===== src/rtl/regfile_sequencer.sv =====
// regfile_sequencer: expands one transfer command into a registered two-cycle
// strobe sequence (SETUP: bus source drive, XFER: source held plus sink load)
// for a bank of NREG gpreg registers. All strobes are active-low and registered.
module regfile_sequencer #(
  parameter int NREG = 4
) (
  input  logic            CLK,
  input  logic            RST,
  input  logic            CMD_valid,
  output logic            CMD_ready,
  input  logic [1:0]      CMD_op,
  input  logic [2:0]      CMD_src,
  input  logic [2:0]      CMD_rhs,
  input  logic [2:0]      CMD_dst,
  input  logic [7:0]      CMD_imm,
  output logic [NREG-1:0] LOAD_bar,
  output logic [NREG-1:0] ASSERT_bar,
  output logic [NREG-1:0] ASSERT_LHS_bar,
  output logic [NREG-1:0] ASSERT_RHS_bar,
  output logic            ALU_ASSERT_bar,
  output logic            IMM_ASSERT_bar,
  output logic [7:0]      IMM_out,
  output logic            EXT_LOAD_bar,
  output logic            BUSY,
  output logic            ERR,
  output logic [7:0]      XFER_COUNT
);

  localparam logic [1:0] OP_MOV = 2'b00;
  localparam logic [1:0] OP_ALU = 2'b01;
  localparam logic [1:0] OP_LDI = 2'b10;
  localparam logic [1:0] OP_OUT = 2'b11;

  typedef enum logic [1:0] {IDLE, SETUP, XFER} state_t;

  // Source drives are registered at accept and simply held through XFER,
  // so only the fields that pick the sink have to be remembered.
  typedef struct packed {
    logic [1:0] op;
    logic [2:0] dst;
  } sink_t;

  state_t state;
  sink_t  sink;
  logic   cmd_ok;

  // Active-low one-hot select of register idx.
  function automatic logic [NREG-1:0] sel_n(input logic [2:0] idx);
    logic [7:0] oh;
    oh = 8'd1 << idx;
    return ~oh[NREG-1:0];
  endfunction

  function automatic logic in_rng(input logic [2:0] idx);
    return {29'd0, idx} < 32'(NREG);
  endfunction

  // Only the indices the op actually uses are range-checked.
  always_comb begin
    cmd_ok = 1'b0;
    case (CMD_op)
      OP_MOV:  cmd_ok = in_rng(CMD_src) && in_rng(CMD_dst);
      OP_ALU:  cmd_ok = in_rng(CMD_src) && in_rng(CMD_rhs) && in_rng(CMD_dst);
      OP_LDI:  cmd_ok = in_rng(CMD_dst);
      default: cmd_ok = in_rng(CMD_src);
    endcase
  end

  assign CMD_ready = (state == IDLE);
  assign BUSY      = (state != IDLE);

  // Sequencer FSM; every strobe is a flop so reset forces them high at once.
  always_ff @(posedge CLK or posedge RST) begin
    if (RST) begin
      state          <= IDLE;
      sink           <= '0;
      ERR            <= 1'b0;
      XFER_COUNT     <= 8'd0;
      IMM_out        <= 8'd0;
      LOAD_bar       <= '1;
      ASSERT_bar     <= '1;
      ASSERT_LHS_bar <= '1;
      ASSERT_RHS_bar <= '1;
      ALU_ASSERT_bar <= 1'b1;
      IMM_ASSERT_bar <= 1'b1;
      EXT_LOAD_bar   <= 1'b1;
    end else begin
      case (state)
        IDLE: begin
          if (CMD_valid) begin
            if (cmd_ok) begin
              state    <= SETUP;
              sink.op  <= CMD_op;
              sink.dst <= CMD_dst;
              case (CMD_op)
                OP_MOV, OP_OUT: ASSERT_bar <= sel_n(CMD_src);
                OP_ALU: begin
                  ASSERT_LHS_bar <= sel_n(CMD_src);
                  ASSERT_RHS_bar <= sel_n(CMD_rhs);
                end
                default: begin
                  IMM_ASSERT_bar <= 1'b0;
                  IMM_out        <= CMD_imm;
                end
              endcase
            end else begin
              ERR <= 1'b1;
            end
          end
        end
        SETUP: begin
          state <= XFER;
          case (sink.op)
            OP_MOV, OP_LDI: LOAD_bar <= sel_n(sink.dst);
            OP_ALU: begin
              ALU_ASSERT_bar <= 1'b0;
              LOAD_bar       <= sel_n(sink.dst);
            end
            default: EXT_LOAD_bar <= 1'b0;
          endcase
        end
        default: begin
          state          <= IDLE;
          XFER_COUNT     <= XFER_COUNT + 8'd1;
          IMM_out        <= 8'd0;
          LOAD_bar       <= '1;
          ASSERT_bar     <= '1;
          ASSERT_LHS_bar <= '1;
          ASSERT_RHS_bar <= '1;
          ALU_ASSERT_bar <= 1'b1;
          IMM_ASSERT_bar <= 1'b1;
          EXT_LOAD_bar   <= 1'b1;
        end
      endcase
    end
  end

endmodule


===== config.mk =====
export PLATFORM = sky130hd
export DESIGN_NAME = regfile_sequencer
export DESIGN_NICKNAME = d
export VERILOG_FILES = /design/src/rtl/regfile_sequencer.sv
export SDC_FILE = /design/constraint.sdc
export NUM_CORES = 1
export LEC_CHECK = 0
export CORE_MARGIN = 8
export CORE_UTILIZATION = 38
export CTS_CLUSTER_SIZE = 10
export DETAILED_ROUTE_END_ITERATION = 8
export PLACE_DENSITY = 0.67
export RECOVER_POWER = 100
export SLEW_MARGIN = 20
export SYNTH_ARGS = -nofsm -noshare
export SYNTH_HDL_FRONTEND = slang
export SYNTH_SLANG_ARGS = --single-unit

===== constraint.sdc =====
create_clock -name CLK -period 1.85 [get_ports CLK]
set_clock_uncertainty 0.05 [all_clocks]
set_input_delay 0.555 -clock CLK [delete_from_list [all_inputs] [get_ports CLK]]
set_output_delay 0.555 -clock CLK [all_outputs]
set_load 0.005 [all_outputs]

==> results of run 1 <==
==> logic make-up (layout without fill, tap and decap cells) <==
kind of cell | after synthesis | after routing | share of synthesized area
mux | 11 | 11 | 0.0647
flops | 43 | 43 | 0.552
compound gates | 33 | 33 | 0.117
fa+ha+maj | 5 | 5 | 0.0314
buf+inv | 13 | 104 | 0.0302
simple gates | 68 | 68 | 0.173
xor+xnor | 7 | 7 | 0.0308
==> synthesized netlist by cell type, types with 2 or more instances <==
cell and instances:
mux2i_1 5, inv_1 6, nand4_1 3, dfstp_2 19, o21ai_1 4, a21o_1 3, nor3_1 3, a21oi_1 2
o32a_1 4, dfrtp_1 24, mux2_4 3, a22oi_1 4, clkbuf_1 2, mux2_1 2, a211oi_1 2, and3_1 2
o21ai_0 9, ha_1 5, nor2_1 15, nor2b_1 5, buf_2 3, nand2b_1 6, nand2_1 22, xnor2_1 6
nand3_1 3
==> power by group through the flow <==
stage / clock network [W] / logic, W / registers (W)
floorplan: 0 / 0.000307 / 0.00133
global placement: 0 / 0.000850 / 0.00131
detailed placement: 0 / 0.000860 / 0.00132
CTS: 0.000768 / 0.000896 / 0.00129
global route: 0.000812 / 0.000939 / 0.00132
finish: 0.000748 / 0.000848 / 0.00128
==> final cells by class <==
cell class / count / area (sq um) / share of cell area
sequential: 43 / 1100 / 0.357
multi-input combinational: 124 / 940 / 0.305
timing repair buffer: 90 / 813 / 0.264
tap: 70 / 87.6 / 0.0284
clock buffer: 6 / 82.6 / 0.0268
clock inverter: 2 / 35.0 / 0.0114
inverter: 6 / 22.5 / 0.00731
==> how the worst max path moves through the flow <==
stage / cells after the start / from / slack, ps / to
2_1_floorplan: 7 / CMD_op[1] / 5 / sink[0]
6_report: 1 / XFER_COUNT[5] / 60 / XFER_COUNT[5]
4_1_cts: 11 / state[0] / -30 / sink[2]
3_5_place_dp: 7 / CMD_op[0] / -770 / ASSERT_LHS_bar[1]
3_3_place_gp: 7 / CMD_op[0] / -720 / ASSERT_bar[2]
5_1_grt: 1 / ERR / 3 / ERR
==> placed cells by master, fill, tap and decap left out, types with 2 or more instances in the layout <==
cell type        Yosys  routed
inv_1                6       3
clkbuf_8             0       6
nor3_1               3       3
nand3_1              3       3
nor2_2               0       2
nor2b_4              0       2
buf_12               0       2
dlygate4sd2_1        0      20
o21ai_1              4       3
and3_1               2       2
mux2_4               3       5
xnor2_1              6       6
ha_4                 0       2
o21ai_0              9       9
a22oi_1              4       4
clkdlybuf4s50_1      0      32
buf_6                1       5
mux2i_1              5       5
dfstp_2             19      15
o32a_1               4       4
a211oi_2             0       2
clkdlybuf4s25_1      0       2
clkbuf_1             2       3
clkbuf_2             0       3
ha_1                 5       2
dfstp_1              0       4
dfrtp_1             24      24
nor2_1              15      13
buf_4                0      19
a21o_1               3       2
nand4_1              3       3
nand2b_1             6       6
buf_2                3       2
inv_2                0       2
nor2b_2              0       2
nand2_1             22      21
==> routing by layer <==
metal | vias to the layer above | part of all wire | GRT usage
met5 | - | 0 | 0
met4 | 0 | 0.0070 | 0.0292
met3 | 5 | 0.076 | 0.0427
met2 | 43 | 0.46 | 0.219
met1 | 768 | 0.46 | 0.158
li1 | 803 | - | -
==> through the flow <==
step	util	cells	area, sq um	hold slack [ps]	setup WS (ps)
global route	0.607	341	3080	471	3.13
CTS	0.618	342	3140	429	-30.5
finish	0.607	341	3080	423	59.6
detailed placement	0.567	325	2880	418	-773
global placement	0.567	325	2880	412	-718
floorplan	-	180	2040	410	4.77
==> timing repair <==
action	CTS	global route
resized for setup	55	8
setup buffers	10	1
pin swaps	4	2
setup endpoints to repair	49	24
==> registers in the layout (all words and copies together), names as in the netlist, 2 cells and up <==
name and flops:
IMM_out 8, XFER_COUNT 8, sink 5, ASSERT_LHS_bar 4
ASSERT_RHS_bar 4, ASSERT_bar 4, LOAD_bar 4, state 2
==> results.json, run 1 <==
{
  "gp_congestion": 0.782,
  "grt_usage": 0.131,
  "rr_endpoint": "sink[2]",
  "fill_cells": 460,
  "cp_slowest_cell": "clkdlybuf4s50_1",
  "layout.nets": 297,
  "synthesis.nets": 207,
  "drcViolationCount": 0,
  "power.share.sequential": 0.446,
  "synth_area_sq_um": 1990,
  "insertedDiodeCount": 0,
  "drt_iter0_markers": 28,
  "worstSkewPairLatency_ps": 290,
  "swShare": 0.265,
  "hpwlAfterDp_um": 3430,
  "worstHoldPathType": "flip-flop to flip-flop",
  "fp.dieArea_sq_um": 7810,
  "power.internal_w": 0.00212,
  "rsz0062_at_grt": "false",
  "vias": 1619,
  "clk_pin_slew_ps": 80,
  "yosys.area.top_type": "dfrtp_1",
  "synth_top_area_frac": 0.302,
  "crit_chain": "clkdlybuf4s50_1",
  "grt_max_degree": 44,
  "routed_wl_um": 4730,
  "yosysSeqAreaShare": 0.552,
  "synth-edff-count": 0,
  "drive_gt1_frac": 0.303,
  "worstSetupPathType": "flip-flop to output port",
  "drv_slew": 0,
  "finalHoldViolCount": 0,
  "syn_to_final_growth_pct": 54.7,
  "outcome": "finished clean",
  "post-route-period-util": 0.968,
  "portBuffers": 59,
  "power_density_nw_per_um2": 935,
  "grt_overflow": 0,
  "cts_hold_buf": 0,
  "antenna_found_initial": 0,
  "postRouteAntennaNets": 0,
  "crit_arrival_ps": 1190,
  "vdd_drop_max_mv": 0.444,
  "cp-end-kind": "output port",
  "cts-buffers-inserted": 5,
  "holdPathEnd": "XFER_COUNT[7]",
  "r2r_cells": 9,
  "cts_sinks": 43,
  "routedWlPerCell_um": 13.9,
  "syn_avg_cell_area_sq_um": 11.1,
  "coreArea_sq_um": 5070,
  "yosysWarnings": 0,
  "cts_max_level": 2,
  "setup_viol": 0,
  "clockBufferDepth": 2,
  "start_util": 0.392,
  "fp.dieH_um": 88.4,
  "critical_path.top_delay_family": "buffers and inverters",
  "start_kind": "flip-flop",
  "cts_tree": "yes",
  "min_period_ps": 1790,
  "combPwrFrac": 0.294,
  "grt_pass1_wl_um": 8140,
  "pwr-share-clk": 0.260,
  "fmax_mhz": 559,
  "worst_pin_slew_ps": 1040,
  "synth_area_leaders": "dfrtp_1 30%, dfstp_2 25%, nand2_1 4.1%, ha_1 3.1%, nor2_1 2.8%",
  "timing.rr.start": "state[1]",
  "viasPerCell": 4.75,
  "ys_ff_latch": 43,
  "hp-start": "XFER_COUNT[7]",
  "rows": 26,
  "critPathMaxFanout": 3,
  "timing.slew.headroom": 0.308,
  "tns_ps": 0,
  "async_flop_share": 1.00,
  "dieWidth_um": 88.4,
  "power.total_w": 0.00288,
  "drtPass1Iterations": 4,
  "slowest_delay_ps": 520,
  "grt_pass1_vias": 1771,
  "ys.flop_type": "dfrtp_1",
  "min_delay_path_depth": 1,
  "maxCapViolCount": 0,
  "switchingPower_w": 0.000763,
  "ios": 60,
  "cts-root-buf": "clkbuf_8",
  "netlist_instances": 180,
  "leakage_nw": 1.33,
  "critPathBufInv": 1,
  "synth.distinct_cells": 43,
  "cp.required_ps": 1240,
  "r2r_setup_slack_ps": 90
}
Note: power is estimated with default switching activity, not from simulation.
==> inputs of run 2 (changes only) <==
--- a/config.mk
+++ b/config.mk
@@ -11,6 +11,7 @@
 export DETAILED_ROUTE_END_ITERATION = 8
 export PLACE_DENSITY = 0.67
 export RECOVER_POWER = 100
+export SETUP_SLACK_MARGIN = 0.4
 export SLEW_MARGIN = 20
 export SYNTH_ARGS = -nofsm -noshare
 export SYNTH_HDL_FRONTEND = slang
==> run 2 against run 1 <==
Net effect:
- core utilization grew 6.0 points
- largest cell class unchanged
- highest routed layer unchanged
- combinational power grew 18%
- final cell count grew 7.9%
- first-iteration DRC count shrank 21%
==> results.json, run 2 (synthesis results as in run 1) <==
{
  "outcome": "finished clean",
  "combPwrFrac": 0.332,
  "hp-start": "IMM_out[0]",
  "holdPathEnd": "IMM_out[0]",
  "insertedDiodeCount": 0,
  "antenna_found_initial": 0,
  "setup_viol": 0,
  "hold_ws_ps": 428,
  "viasPerCell": 4.80,
  "cts-buffers-inserted": 5,
  "grt_overflow": 0,
  "cts_tree": "yes",
  "finalHoldViolCount": 0,
  "timing.slew.headroom": 0.597,
  "crit_arrival_ps": 1930,
  "drcViolationCount": 0,
  "fill_cells": 419,
  "coreArea_sq_um": 5070,
  "critPathMaxFanout": 6,
  "cts-root-buf": "clkbuf_8",
  "cp.required_ps": 1980,
  "rows": 26,
  "dieWidth_um": 88.4,
  "worstSetupPathType": "input port to flip-flop",
  "ios": 60,
  "leakage_nw": 1.51,
  "clockBufferDepth": 2,
  "power_density_nw_per_um2": 888,
  "min_period_ps": 1800,
  "swShare": 0.287,
  "cp-end-kind": "flip-flop",
  "timing.rr.start": "state[0]",
  "postRouteAntennaNets": 0,
  "design_area_sq_um": 3380,
  "maxCapViolCount": 0,
  "layout.nets": 324,
  "switchingPower_w": 0.000863,
  "layout_common_cells": "37 x buf_4, 28 x buf_6, 24 x dfrtp_1",
  "hpwlAfterDp_um": 3770,
  "vdd_drop_max_mv": 0.386,
  "drv_slew": 0,
  "rr_endpoint": "sink[1]",
  "power.internal_w": 0.00214,
  "r2r_setup_slack_ps": 120,
  "mostFrequentLayoutCell": "buf_4",
  "r2r_cells": 7,
  "cts_max_level": 2,
  "fp.dieArea_sq_um": 7810,
  "reg_top3": "IMM_out (8), XFER_COUNT (8), sink (5)",
  "syn_to_final_growth_pct": 70.0,
  "start_kind": "input port",
  "min_delay_path_depth": 2,
  "start_util": 0.392,
  "clk_pin_slew_ps": 80,
  "gp_congestion": 0.817,
  "portBuffers": 59,
  "fp.dieH_um": 88.4,
  "power.share.sequential": 0.426,
  "post-route-period-util": 0.971,
  "drtPass1Iterations": 4,
  "vias": 1766,
  "fmax_mhz": 556,
  "power.total_w": 0.00301,
  "worst_pin_slew_ps": 605,
  "rsz0062_at_grt": "true",
  "cts_sinks": 43,
  "grt_max_degree": 36,
  "routed_wl_um": 5680,
  "pwr-share-clk": 0.242,
  "grt_usage": 0.140,
  "drive_gt1_frac": 0.436,
  "dpl_cell_area_sq_um": 3080,
  "drt_iter0_markers": 22,
  "worstSkewPairLatency_ps": 290,
  "grt_pass1_vias": 1764,
  "worstHoldPathType": "flip-flop to flip-flop",
  "grt_pass1_wl_um": 8500,
  "routedWlPerCell_um": 15.4
}
[run 2: metrics by stage]
stage	setup slack, ps	std cells	util	setup TNS [ps]
2_1_floorplan	86.9	180	-	0
4_1_cts	48.5	353	0.643	0
3_5_place_dp	-711	331	0.607	-16370
3_3_place_gp	-680	331	0.607	-15850
6_report	52.9	368	0.667	0
5_1_grt	18.0	368	0.667	0
[run 2: worst max-delay path: stages]
cell	delay (ps)
buf_6	90
buf_12	130
inv_16	50
buf_4	100
ha_4	110
nor2b_4	140
o21ai_4	60
a21o_2	250
buf_12	140
mux2_4	290
[run 2: worst max-delay path by stage]
stage / start / to / slack (ps) / cells past startpoint
floorplan: CMD_op[1] / sink[0] / 90 / 7
global placement: CMD_op[1] / ASSERT_RHS_bar[3] / -680 / 8
detailed placement: CMD_op[1] / sink[1] / -710 / 8
CTS: CMD_op[0] / ASSERT_LHS_bar[3] / 50 / 8
global route: CMD_op[0] / ASSERT_bar[3] / 20 / 9
finish: CMD_op[0] / sink[1] / 50 / 10
[run 2: metal layers]
metal | track usage | vias up | wire length (um)
met4 | 0.0323 | 0 | 27
li1 | - | 865 | -
met1 | 0.163 | 861 | 2360
met5 | 0 | - | 0
met3 | 0.0436 | 4 | 296
met2 | 0.242 | 36 | 3000
[run 2: what timing repair did]
item	in CTS	in global routing
setup buffers	13	14
cloned	1	1
endpoints found under the setup margin	68	62
resized for setup	192	27
pin swaps	15	19
hold buffers	0	0
[run 2: power groups by stage]
stage               Sequential, W  Clock (W)  Combinational, W
global route              0.00131   0.000781           0.00109
CTS                       0.00129   0.000749          0.000930
global placement          0.00131          0          0.000904
finish                    0.00128   0.000726          0.000998
floorplan                 0.00133          0          0.000346
detailed placement        0.00132          0          0.000926
[run 2: layout make-up]
cell class | instances | area, sq um | share of cell area
clock buffers | 5 | 68.8 | 0.0203
well taps | 70 | 87.6 | 0.0259
inverters | 6 | 52.6 | 0.0155
repair buffers | 117 | 1010 | 0.297
clock inverters | 3 | 43.8 | 0.0129
multi-input cells | 124 | 1030 | 0.303
flip-flops and latches | 43 | 1100 | 0.325
==> inputs of run 3 (changes only) <==
--- a/config.mk
+++ b/config.mk
@@ -7,7 +7,6 @@
 export LEC_CHECK = 0
 export CORE_MARGIN = 8
 export CORE_UTILIZATION = 38
-export CTS_CLUSTER_SIZE = 10
 export DETAILED_ROUTE_END_ITERATION = 8
 export PLACE_DENSITY = 0.67
 export RECOVER_POWER = 100
==> constraint.sdc (replaced) <==
create_clock -name CLK -period 2.16 [get_ports CLK]
set_clock_uncertainty 0.05 [all_clocks]
set_input_delay 0.648 -clock CLK [delete_from_list [all_inputs] [get_ports CLK]]
set_output_delay 0.648 -clock CLK [all_outputs]
set_load 0.005 [all_outputs]
==> run 3 against run 2 <==
Net effect:
- critical path depth shrank 1
- setup slack gained 130 ps
- largest power group unchanged
- critical endpoint is now ASSERT_RHS_bar[3]
- register-to-register slack gained 270 ps
- sequential share of layout area grew 1.1 points
- total power shrank 19%
- flip-flop and latch count is the same
==> results.json, run 3 (synthesis results as in run 1) <==
{
  "outcome": "finished clean",
  "rsz0062_at_grt": "true",
  "worstSetupPathType": "input port to flip-flop",
  "drcViolationCount": 0,
  "maxCapViolCount": 0,
  "r2r_setup_slack_ps": 390,
  "cts_hold_buf": 0,
  "worstHoldPathType": "flip-flop to flip-flop",
  "gp_congestion": 0.764,
  "grt_usage": 0.142,
  "design_area_sq_um": 3280,
  "cp-end-kind": "flip-flop",
  "syn_to_final_growth_pct": 64.9,
  "grt_max_degree": 44,
  "fp.dieArea_sq_um": 7810,
  "worstSkewPairLatency_ps": 290,
  "fp.dieH_um": 88.4,
  "dieWidth_um": 88.4,
  "setup_viol": 0,
  "leakage_nw": 1.48,
  "cp.required_ps": 2340,
  "pwr-share-clk": 0.205,
  "power.internal_w": 0.00170,
  "layout.nets": 316,
  "cts-buffers-inserted": 5,
  "routedWlPerCell_um": 14.2,
  "critPathMaxFanout": 8,
  "drv_slew": 0,
  "switchingPower_w": 0.000721,
  "grt_pass1_vias": 1766,
  "antenna_found_initial": 0,
  "start_kind": "input port",
  "worst_pin_slew_ps": 1040,
  "fmax_mhz": 506,
  "timing.slew.headroom": 0.310,
  "start_util": 0.392,
  "crit_start": "CMD_op[0]",
  "drt_iter0_markers": 36,
  "finalHoldViolCount": 0,
  "mostFrequentLayoutCell": "buf_4",
  "reg_top3": "IMM_out (8), XFER_COUNT (8), sink (5)",
  "clockBufferDepth": 2,
  "cts_max_level": 2,
  "cts_sinks": 43,
  "drtPass1Iterations": 4,
  "rr_endpoint": "LOAD_bar[2]",
  "vdd_drop_max_mv": 0.348,
  "clk_pin_slew_ps": 80,
  "layout_common_cells": "35 x buf_4, 23 x dfrtp_1, 20 x dlygate4sd2_1",
  "coreArea_sq_um": 5070,
  "power.share.sequential": 0.454,
  "swShare": 0.298,
  "grt_overflow": 0,
  "routed_wl_um": 5100,
  "r2r_cells": 4,
  "postRouteAntennaNets": 0,
  "vias": 1710,
  "drive_gt1_frac": 0.397,
  "power_density_nw_per_um2": 738,
  "min_period_ps": 1980,
  "combPwrFrac": 0.342,
  "viasPerCell": 4.75,
  "insertedDiodeCount": 0,
  "post-route-period-util": 0.915,
  "cts_tree": "yes",
  "crit_end": "ASSERT_RHS_bar[3]",
  "ios": 60,
  "portBuffers": 59,
  "crit_arrival_ps": 2150,
  "utilization": 0.647,
  "timing.rr.start": "state[0]",
  "dpl_cell_area_sq_um": 2970,
  "cts-root-buf": "clkbuf_8",
  "rows": 26,
  "grt_pass1_wl_um": 8620,
  "hpwlAfterDp_um": 3520
}
==> run 3: changes by cell type in the layout (fill, tap and decap cells not counted), moves of 4 or more <==
cell and delta:
dfstp_1 -8, clkdlybuf4s25_1 +5, clkbuf_1 -8, clkbuf_2 +7
mux2_4 -5, mux2_1 +5, buf_6 -20, nand2_1 -7
dfstp_2 +8, nand2_4 +6, dlygate4sd2_1 +17, buf_2 -4
==> run 3: worst min path at each step <==
stage	startpoint	to	slack, ps	cells after the start
finish	ERR	ERR	430	1
global route	EXT_LOAD_bar	EXT_LOAD_bar	480	1
CTS	ERR	ERR	440	1
detailed placement	ERR	ERR	410	1
global placement	IMM_out[6]	IMM_out[6]	410	2
floorplan	ERR	ERR	410	1
==> run 3: timing repair <==
item,in CTS,in global routing
resized for setup,119,24
pin swaps,22,10
hold endpoints to repair,0,0
setup buffers,24,3
gates cloned,1,0
setup endpoints to repair,66,44
==> run 3: cell type report <==
| type | count | area, sq um |
|---|---|---|
| Clock buffer | 6 | 72.6 |
| Clock inverter | 2 | 12.5 |
| Fill cell | 455 | 1790 |
| Inverter | 6 | 36.3 |
| Multi-Input combinational cell | 124 | 1040 |
| Sequential cell | 43 | 1100 |
| Tap cell | 70 | 87.6 |
| Timing Repair Buffer | 109 | 928 |
==> run 3: critical path: stages <==
cell and delay [ps]:
buf_6 90, buf_8 120, clkinvlp_2 140, ha_4 150, nor3b_4 250, nor2_4 80, buf_6 120, a211o_4 390
mux2i_1 170
==> run 3: per-layer routing <==
metal	global-route usage	up-vias	share of wire
met1	0.174	825	0.43
met4	0.0507	0	0.014
li1	-	842	-
met3	0.0409	7	0.058
met5	0	-	0
met2	0.234	36	0.50
==> run 3: power groups by stage <==
stage                     Sequential [W]  Clock (W)  Combinational [W]
after floorplan                  0.00114          0           0.000276
after global placement           0.00115          0           0.000696
after detailed placement         0.00115          0           0.000709
after CTS                        0.00111   0.000516           0.000869
after global routing             0.00112   0.000545           0.000907
final                            0.00110   0.000495           0.000827
==> run 3: per-stage QoR <==
step / setup slack, ps / TNS [ps] / power (W) / hold slack [ps] / std cells
after global placement: -481 / -9150 / 0.00184 / 410 / 324
after floorplan: 304 / 0 / 0.00142 / 410 / 180
after global routing: 114 / 0 / 0.00258 / 475 / 360
after CTS: 219 / 0 / 0.00249 / 438 / 357
after detailed placement: -515 / -10240 / 0.00186 / 413 / 324
final: 184 / 0 / 0.00242 / 428 / 360
